--- src/rtl/fft_bin_reader.sv ---
// fft_bin_reader: captures one frame of streaming FFT squared magnitudes into a
// local RAM, then drains it bin by bin over a valid/ready stream. Frames that
// arrive while a drain is in progress are dropped and counted (saturating).
// Optional build macro PEAK_TRACK_EN adds a running-max tracker (excluding DC)
// with outputs peak_mag / peak_index.
module fft_bin_reader #(
  parameter int WIDTH     = 12,
  parameter int LGN       = 6,
  parameter bit HALF_ONLY = 1'b1,
  localparam int MAG_W    = 2*WIDTH+2
) (
  input  logic             clk,
  input  logic             reset,
  input  logic             bin_valid,
  input  logic             bin_sync,
  input  logic [MAG_W-1:0] bin_mag,
  output logic             out_valid,
  input  logic             out_ready,
  output logic [MAG_W-1:0] out_mag,
  output logic [LGN-1:0]   out_index,
  output logic             out_last,
  output logic             busy,
  output logic             sync_err,
  output logic [7:0]       drop_count
`ifdef PEAK_TRACK_EN
  ,
  output logic [MAG_W-1:0] peak_mag,
  output logic [LGN-1:0]   peak_index
`endif
);

  localparam int N    = 1 << LGN;
  localparam int NCAP = HALF_ONLY ? N/2 : N;
  localparam int CW   = (NCAP > 1) ? $clog2(NCAP) : 1;
  localparam int PW   = LGN + 1;
  localparam logic [CW-1:0] LAST_A = CW'(NCAP-1);
  localparam logic [PW-1:0] LAST_P = PW'(NCAP-1);
  localparam logic [PW-1:0] END_P  = PW'(NCAP);

  typedef enum logic [1:0] {IDLE, CAPTURE, DRAIN} state_t;

  state_t           state, state_nxt;
  logic [MAG_W-1:0] mem [NCAP];
  logic [CW-1:0]    wr_ptr, wr_addr;
  logic [PW-1:0]    rd_ptr;
  logic             cap_wr, cap_done, xfer, fetch;

  // Write/transfer qualifiers; a sync always lands at address 0 and restarts capture.
  // The output register is refilled whenever it is empty or being consumed, so
  // transfers run back to back with no bubbles.
  always_comb begin
    cap_wr   = bin_valid && ((state == CAPTURE) || ((state == IDLE) && bin_sync));
    wr_addr  = bin_sync ? '0 : wr_ptr;
    cap_done = cap_wr && (wr_addr == LAST_A);
    xfer     = out_valid && out_ready;
    fetch    = (state == DRAIN) && !(xfer && out_last) &&
               (!out_valid || xfer) && (rd_ptr != END_P);
  end

  // Next-state logic.
  always_comb begin
    state_nxt = state;
    case (state)
      IDLE:    if (cap_done) state_nxt = DRAIN;
               else if (cap_wr) state_nxt = CAPTURE;
      CAPTURE: if (cap_done) state_nxt = DRAIN;
      DRAIN:   if (xfer && out_last) state_nxt = IDLE;
      default: state_nxt = IDLE;
    endcase
  end

  // State register.
  always_ff @(posedge clk) begin
    if (reset) state <= IDLE;
    else       state <= state_nxt;
  end

  // Frame RAM write port (contents need no reset).
  always_ff @(posedge clk) begin
    if (cap_wr) mem[wr_addr] <= bin_mag;
  end

  // Capture pointer and sticky resync flag.
  always_ff @(posedge clk) begin
    if (reset) begin
      wr_ptr   <= '0;
      sync_err <= 1'b0;
    end else if (cap_wr) begin
      wr_ptr <= wr_addr + 1'b1;
      if ((state == CAPTURE) && bin_sync && (wr_ptr != '0)) sync_err <= 1'b1;
    end
  end

  // Drain: registered RAM read straight into the output holding register.
  always_ff @(posedge clk) begin
    if (reset) begin
      rd_ptr    <= '0;
      out_valid <= 1'b0;
      out_mag   <= '0;
      out_index <= '0;
      out_last  <= 1'b0;
    end else if (state != DRAIN) begin
      rd_ptr <= '0;
    end else if (fetch) begin
      out_mag   <= mem[rd_ptr[CW-1:0]];
      out_index <= rd_ptr[LGN-1:0];
      out_last  <= (rd_ptr == LAST_P);
      out_valid <= 1'b1;
      rd_ptr    <= rd_ptr + 1'b1;
    end else if (xfer) begin
      out_valid <= 1'b0;
    end
  end

  // Saturating count of frames that start while draining.
  always_ff @(posedge clk) begin
    if (reset) drop_count <= '0;
    else if ((state == DRAIN) && bin_valid && bin_sync && (drop_count != 8'hFF))
      drop_count <= drop_count + 8'd1;
  end

  assign busy = (state != IDLE);

`ifdef PEAK_TRACK_EN
  logic [MAG_W-1:0] run_mag, cand_mag;
  logic [LGN-1:0]   run_idx, cand_idx;

  // Running max including the bin being written now; bin 0 restarts it at 0/0,
  // strict compare keeps the lowest index on ties.
  always_comb begin
    cand_mag = run_mag;
    cand_idx = run_idx;
    if (wr_addr == '0) begin
      cand_mag = '0;
      cand_idx = '0;
    end else if (bin_mag > run_mag) begin
      cand_mag = bin_mag;
      cand_idx = LGN'(wr_addr);
    end
  end

  // Track during capture; publish when the frame completes.
  always_ff @(posedge clk) begin
    if (reset) begin
      run_mag    <= '0;
      run_idx    <= '0;
      peak_mag   <= '0;
      peak_index <= '0;
    end else begin
      if (cap_wr) begin
        run_mag <= cand_mag;
        run_idx <= cand_idx;
      end
      if (cap_done) begin
        peak_mag   <= cand_mag;
        peak_index <= cand_idx;
      end
    end
  end
`else
  // Peak tracker not built.
`endif

endmodule

--- config.mk ---
export PLATFORM = sky130hd
export DESIGN_NAME = fft_bin_reader
export DESIGN_NICKNAME = d
export VERILOG_FILES = /design/src/rtl/fft_bin_reader.sv
export SDC_FILE = /design/constraint.sdc
export NUM_CORES = 1
export LEC_CHECK = 0
export BUFFER_PORTS_ARGS = -buffer_cell sky130_fd_sc_hd__buf_2
export CAP_MARGIN = 20
export CORE_MARGIN = 1
export CORE_UTILIZATION = 35
export DETAILED_ROUTE_END_ITERATION = 8
export GPL_TIMING_DRIVEN = 1
export PLACE_DENSITY_LB_ADDON = 0.3
export REMOVE_ABC_BUFFERS = 1
export SYNTH_ARGS = -nofsm -noshare
export SYNTH_HDL_FRONTEND = slang
export SYNTH_SLANG_ARGS = --single-unit
--- constraint.sdc ---
create_clock -name clk -period 3.6 [get_ports clk]
set_input_delay 0.36 -clock clk [delete_from_list [all_inputs] [get_ports clk]]
set_output_delay 0.36 -clock clk [all_outputs]
set_load 0.02 [all_outputs]
== Word-level counts from Yosys, hierarchy flattened ==
Memory sizes are Yosys's and may differ from the RTL's. A register that Yosys moved wholly into a read port is not among the register bits.
Index checks and enable logic that the tools add are counted.

* Memories kept: 1
* Word-level logic and storage cells: 59
* Input port bits: 31
* RAM bits: 832
* Bits in registers: 31

* Equality and inequality tests: 10
* Add/sub/neg operators: 3
* Muxes and demuxes: 10
* Reduce and logical (&&, ||, !) cells: 26
* Bitwise operators: 1

{| class="wikitable"
|+ Memory list
! name !! words !! width !! read ports !! clocked after memory_dff !! write ports !! line !! RTL
|-
| mem || 32 || 26 || 1 || 1 || 1 || 43 || <nowiki>logic [MAG_W-1:0] mem [NCAP];</nowiki>
|}

{| class="wikitable"
|+ Operators by type and width
! kind !! count
|-
| logical AND 1 bit || 13
|-
| adder 8 x 1 -> 8 bit, second input constant || 1
|-
| two-way mux 2 bit || 4
|-
| != test 8 bit, second input constant || 1
|-
| adder 7 x 1 -> 7 bit, second input constant || 1
|-
| == test 7 x 5 -> 1 bit, second input constant || 1
|-
| != test 7 x 6 -> 1 bit, second input constant || 1
|-
| case mux 2 bit (3 select lines) || 1
|-
| AND reduction 2 bit || 3
|-
| adder 5 x 1 -> 5 bit, second input constant || 1
|-
| == test 5 bit, second input constant || 1
|-
| two-way mux 5 bit || 1
|-
| nonzero test 5 bit || 1
|-
| two-way mux 1 bit || 4
|-
| != test 2 bit, second input constant || 2
|-
| nonzero test 2 bit || 2
|-
| != test 3 bit, second input constant || 1
|-
| AND reduction 3 bit || 1
|-
| == test 2 x 1 -> 1 bit, second input constant || 1
|-
| == test 2 bit, second input constant || 1
|-
| logical NOT 1 bit || 2
|-
| logical NOT 2 bit || 1
|-
| logical OR 1 bit || 2
|-
| != test 2 x 1 -> 1 bit, second input constant || 1
|-
| other kinds (2) || 2
|}

== Logic depth before layout (Yosys ltp) ==
* Word-level depth: 8
* Depth in mapped cells: 13

== Worst setup path before layout ==
No wires, ideal clock.

* Path type: register to register
* From: register state[0]
* To: memory mem[31][0] in the netlist's numbering, enable pin
* Library setup time: 409 ps
* Stages on the path, launching flop included: 6
* Arrival time: 2,351 ps
* Data required time: 3,191 ps
* Slack: 841 ps
* Cells stage by stage: dfxtp_1 > nor2_1 > nor3b_1 > clkbuf_1 > nand2_1 > nor2_1

* Cells in the longest elaborated chain, start to end: 6

{| class="wikitable"
|+ Ends and longest elaborated chain
! element !! line !! RTL
|-
| from (decl) || 42 || <nowiki>state_t state, state_nxt;</nowiki>
|-
| from (signal assigned) || 75 || <nowiki>else state <= state_nxt;</nowiki>
|-
| logical NOT 2 bit || 52 || <nowiki>cap_wr = bin_valid && ((state == CAPTURE) || ((state == IDLE) && bin_sync));</nowiki>
|-
| logical AND 1 bit || 52 ||
|-
| logical OR 1 bit * || 52 ||
|-
| logical AND 1 bit * || 52 ||
|-
| two-way mux 1 bit * || 80 || <nowiki>if (cap_wr) mem[wr_addr] <= bin_mag;</nowiki>
|-
| two-way mux 1 bit (implied by the code) * || 80 ||
|-
| to (decl) || 43 ||
|}

Mark *: on every way between the ends. The rest lies on a longest branch, timed or not.

== Worst setup path in the final report ==
* From: register rd_ptr[4]
* To: register out_mag[23], read port of mem

* Cells in the longest elaborated chain, start to end: 3

{| class="wikitable"
|+ Ends and longest elaborated chain
! element !! line !! RTL
|-
| from (decl) || 45 || <nowiki>logic [PW-1:0] rd_ptr;</nowiki>
|-
| from (signal assigned) || 109 || <nowiki>rd_ptr <= rd_ptr + 1'b1;</nowiki>
|-
| != test 7 x 6 -> 1 bit || 57 || <nowiki>(!out_valid || xfer) && (rd_ptr != END_P);</nowiki>
|-
| logical AND 1 bit || 57 ||
|-
| AND reduction 2 bit (no source line) || - ||
|-
| to (decl) || 19 || <nowiki>output logic [MAG_W-1:0] out_mag,</nowiki>
|}

Several ways; a longest one is shown, not always the timed one.
A chain may end at the register's enable or synchronous reset.

==> results.json <==
{
  "setup-violations-final": 0,
  "core-area_um2": 97100,
  "fillers": 8484,
  "grtUsageTotal_pct": 18.2,
  "rsz0062_at_grt": "false",
  "clock_skew_ns": 0.0238,
  "gp_congestion": 0.791,
  "dr_wl_met2_um": 42700,
  "htreeDepth": 3,
  "drt-met1-wl_um": 39100,
  "cp-end-kind": "register",
  "crit_start": "rd_ptr[4]$_SDFFE_PP0P_",
  "whs_ns": 0.0389,
  "start_util_pct": 35.5,
  "dp_hpwl_um": 52500,
  "cts_made_buffers": 93,
  "crit_type": "reg2reg",
  "root_buffer": "clkbuf_16",
  "antenna_found_initial": 4,
  "tightest_slew_ns": 1.12,
  "grt_pass1_wl_um": 130000,
  "cts_buffer_depth": 3,
  "worstHoldStart": "bin_valid",
  "top_layer": "met5",
  "powerDensity_nw_per_um2": 523,
  "dp_slack_ns": 0.957,
  "rr_startpoint": "rd_ptr[4]$_SDFFE_PP0P_",
  "cts.sinks": 889,
  "vias": 18200,
  "via_per_inst": 5.47,
  "stdcell_count": 3330,
  "ys.flop_type": "edfxtp_1",
  "syn_inst": 1826,
  "rrSetupSlack_ns": 0.93,
  "die_area_um2": 99900,
  "synth_edf_count": 832,
  "area_growth_syn_to_layout_pct": 16.6,
  "cts.clk_slew.worst_paths_ns": 0.06,
  "wl_um": 90100,
  "p_total_mw": 21.1,
  "startpoint_type": "register",
  "drcViolationCount": 0,
  "tritoncts": "done",
  "avgRoutedWirePerCell_um": 27.1,
  "avgSynthCellArea_um2": 18.9,
  "synth-seq-cells": 889,
  "synth_area_um2": 34500,
  "fmax_ghz": 0.375,
  "clock_latency_ns": 0.65,
  "worstPathArrival_ns": 3.22,
  "post_cts_buffers": 0,
  "worstPathMaxFanout": 17,
  "status": "finished, final reports clean",
  "overflow": 0,
  "drtAntennaViolNets": 0,
  "slew_violations": 0,
  "hold_buffers": 0,
  "peakVddDrop_uv": 325,
  "worst_slack_ns": 0.932,
  "finalHoldViolations": 0,
  "ctsResizeCount": 0,
  "met3WireLength_um": 5780,
  "io_pins": 75,
  "yosysWarnings": 0,
  "p_leak_nw": 12.5,
  "drive_above_1_share_pct": 28.3,
  "finalCritPeriodShare_pct": 74.1,
  "die_w_um": 316,
  "die_y_um": 316,
  "grt_max_degree": 55,
  "cp.required_ns": 4.15,
  "placed_cells": 3158,
  "fin_nets": 2016,
  "slew_headroom_pct": 25.6,
  "first_pass_iters": 5,
  "fin_tns_setup_ns": 0,
  "fp-row-count": 114,
  "synthArstFlopShare_pct": 0,
  "portBuffers": 74,
  "hold_path.class": "in2reg",
  "period_minus_slack_ns": 2.67,
  "yosysUniqueCellTypes": 53,
  "dr.first_iter.drc_count": 1893,
  "ys_seq_area_share_pct": 75.7,
  "grt_pass1_vias": 18300,
  "drv_cap": 0
}
## worst paths after layout
path	to	depth (start not counted)
worst min-delay path	state[0]$_SDFFE_PP0P_	2
worst max register to register	out_mag[23]$_SDFFE_PP0P_	6
worst max-delay path	out_mag[23]$_SDFFE_PP0P_	6
worst min register to register	out_index[5]$_SDFFE_PP0P_	2
## metrics by stage
step,util (%),area (um^2)
floorplan,-,34000
CTS,41.4,40300
global route,41.4,40300
detailed placement,38.4,37300
finish,41.4,40300
global placement,38.4,37300
## synthesized netlist by cell type, types with 9 or more instances
library cell    n  area (um^2)
clkbuf_1       28          105
a221oi_1       23          201
buf_6           9          101
buf_4          19          143
nor2b_1        11         68.8
mux4_2        183         4120
inv_1          53          199
nand3_1        32          160
o22ai_1        48          300
mux2_2         48          541
nand2_1       121          454
a41oi_1        23          201
o21ai_0        26          130
dfxtp_1        57         1140
nor2_1        156          586
edfxtp_1      832        25000
buf_2          41          205
a21oi_1        18         90.1
## worst max-delay path, cell delays in order, from the launching register on
cell and delay, ns:
dfxtp_1 0.60, nor2b_1 0.40, o2111ai_4 0.59, buf_4 0.43
o22ai_1 0.22, a221oi_1 0.09, a41oi_1 0.24
## state kept, by name (all words and copies together) (netlist names)
signal,flops
mem,832
out_mag,26
drop_count,8
rd_ptr,7
out_index,6
wr_ptr,5
state,2
out_last,1
out_valid,1
sync_err,1
## layer usage
metal	global-route usage (%)	vias to the layer above
li1	-	7626
met1	25.8	9756
met2	29.1	680
met3	2.63	161
met4	5.19	2
met5	0	-
## power breakdown
part | internal [mW] | leakage, nW | switching, mW
sequential | 11.3 | 7.95 | 0.00859
combinational | 0.0574 | 3.06 | 0.218
clock | 5.47 | 1.46 | 3.98
total | 16.8 | 12.5 | 4.21
## kinds of logic (layout without fill, tap and decap cells)
kind of cell,Yosys count,in the layout,share of synthesized area (%)
flip-flops,889,889,75.7
AND/OR/NAND/NOR,365,365,4.61
buffers and inverters,154,379,2.22
adder cells (fa/ha/maj),8,8,0.290
other,0,3,0
XOR/XNOR,10,10,0.254
AO/OA/AOI/OAI,163,163,3.28
multiplexers,237,237,13.7
## cell usage in the layout (no fill, tap or decap), types with 21 or more instances in the layout
cell         n
a221oi_1    23
a41oi_1     23
buf_12      33
buf_2       74
buf_4       49
clkbuf_16   94
clkinv_2    21
dfxtp_1     54
edfxtp_1   832
inv_1       53
mux2_2      48
mux4_2     183
nand2_1    120
nand3_1     32
nor2_1     123
nor2_4      33
o21ai_0     26
o22ai_1     48
## cell type report
type | count | area, um^2 | area share [%]
sequential | 889 | 26100 | 64.9
multi-input combinational | 783 | 7920 | 19.7
clock buffer | 115 | 2480 | 6.16
tap | 1276 | 1600 | 3.97
timing repair buffer | 156 | 1400 | 3.47
clock inverter | 54 | 517 | 1.28
inverter | 54 | 203 | 0.503
antenna | 3 | 7.51 | 0.0186
Note: power is estimated with default switching activity, not from simulation.
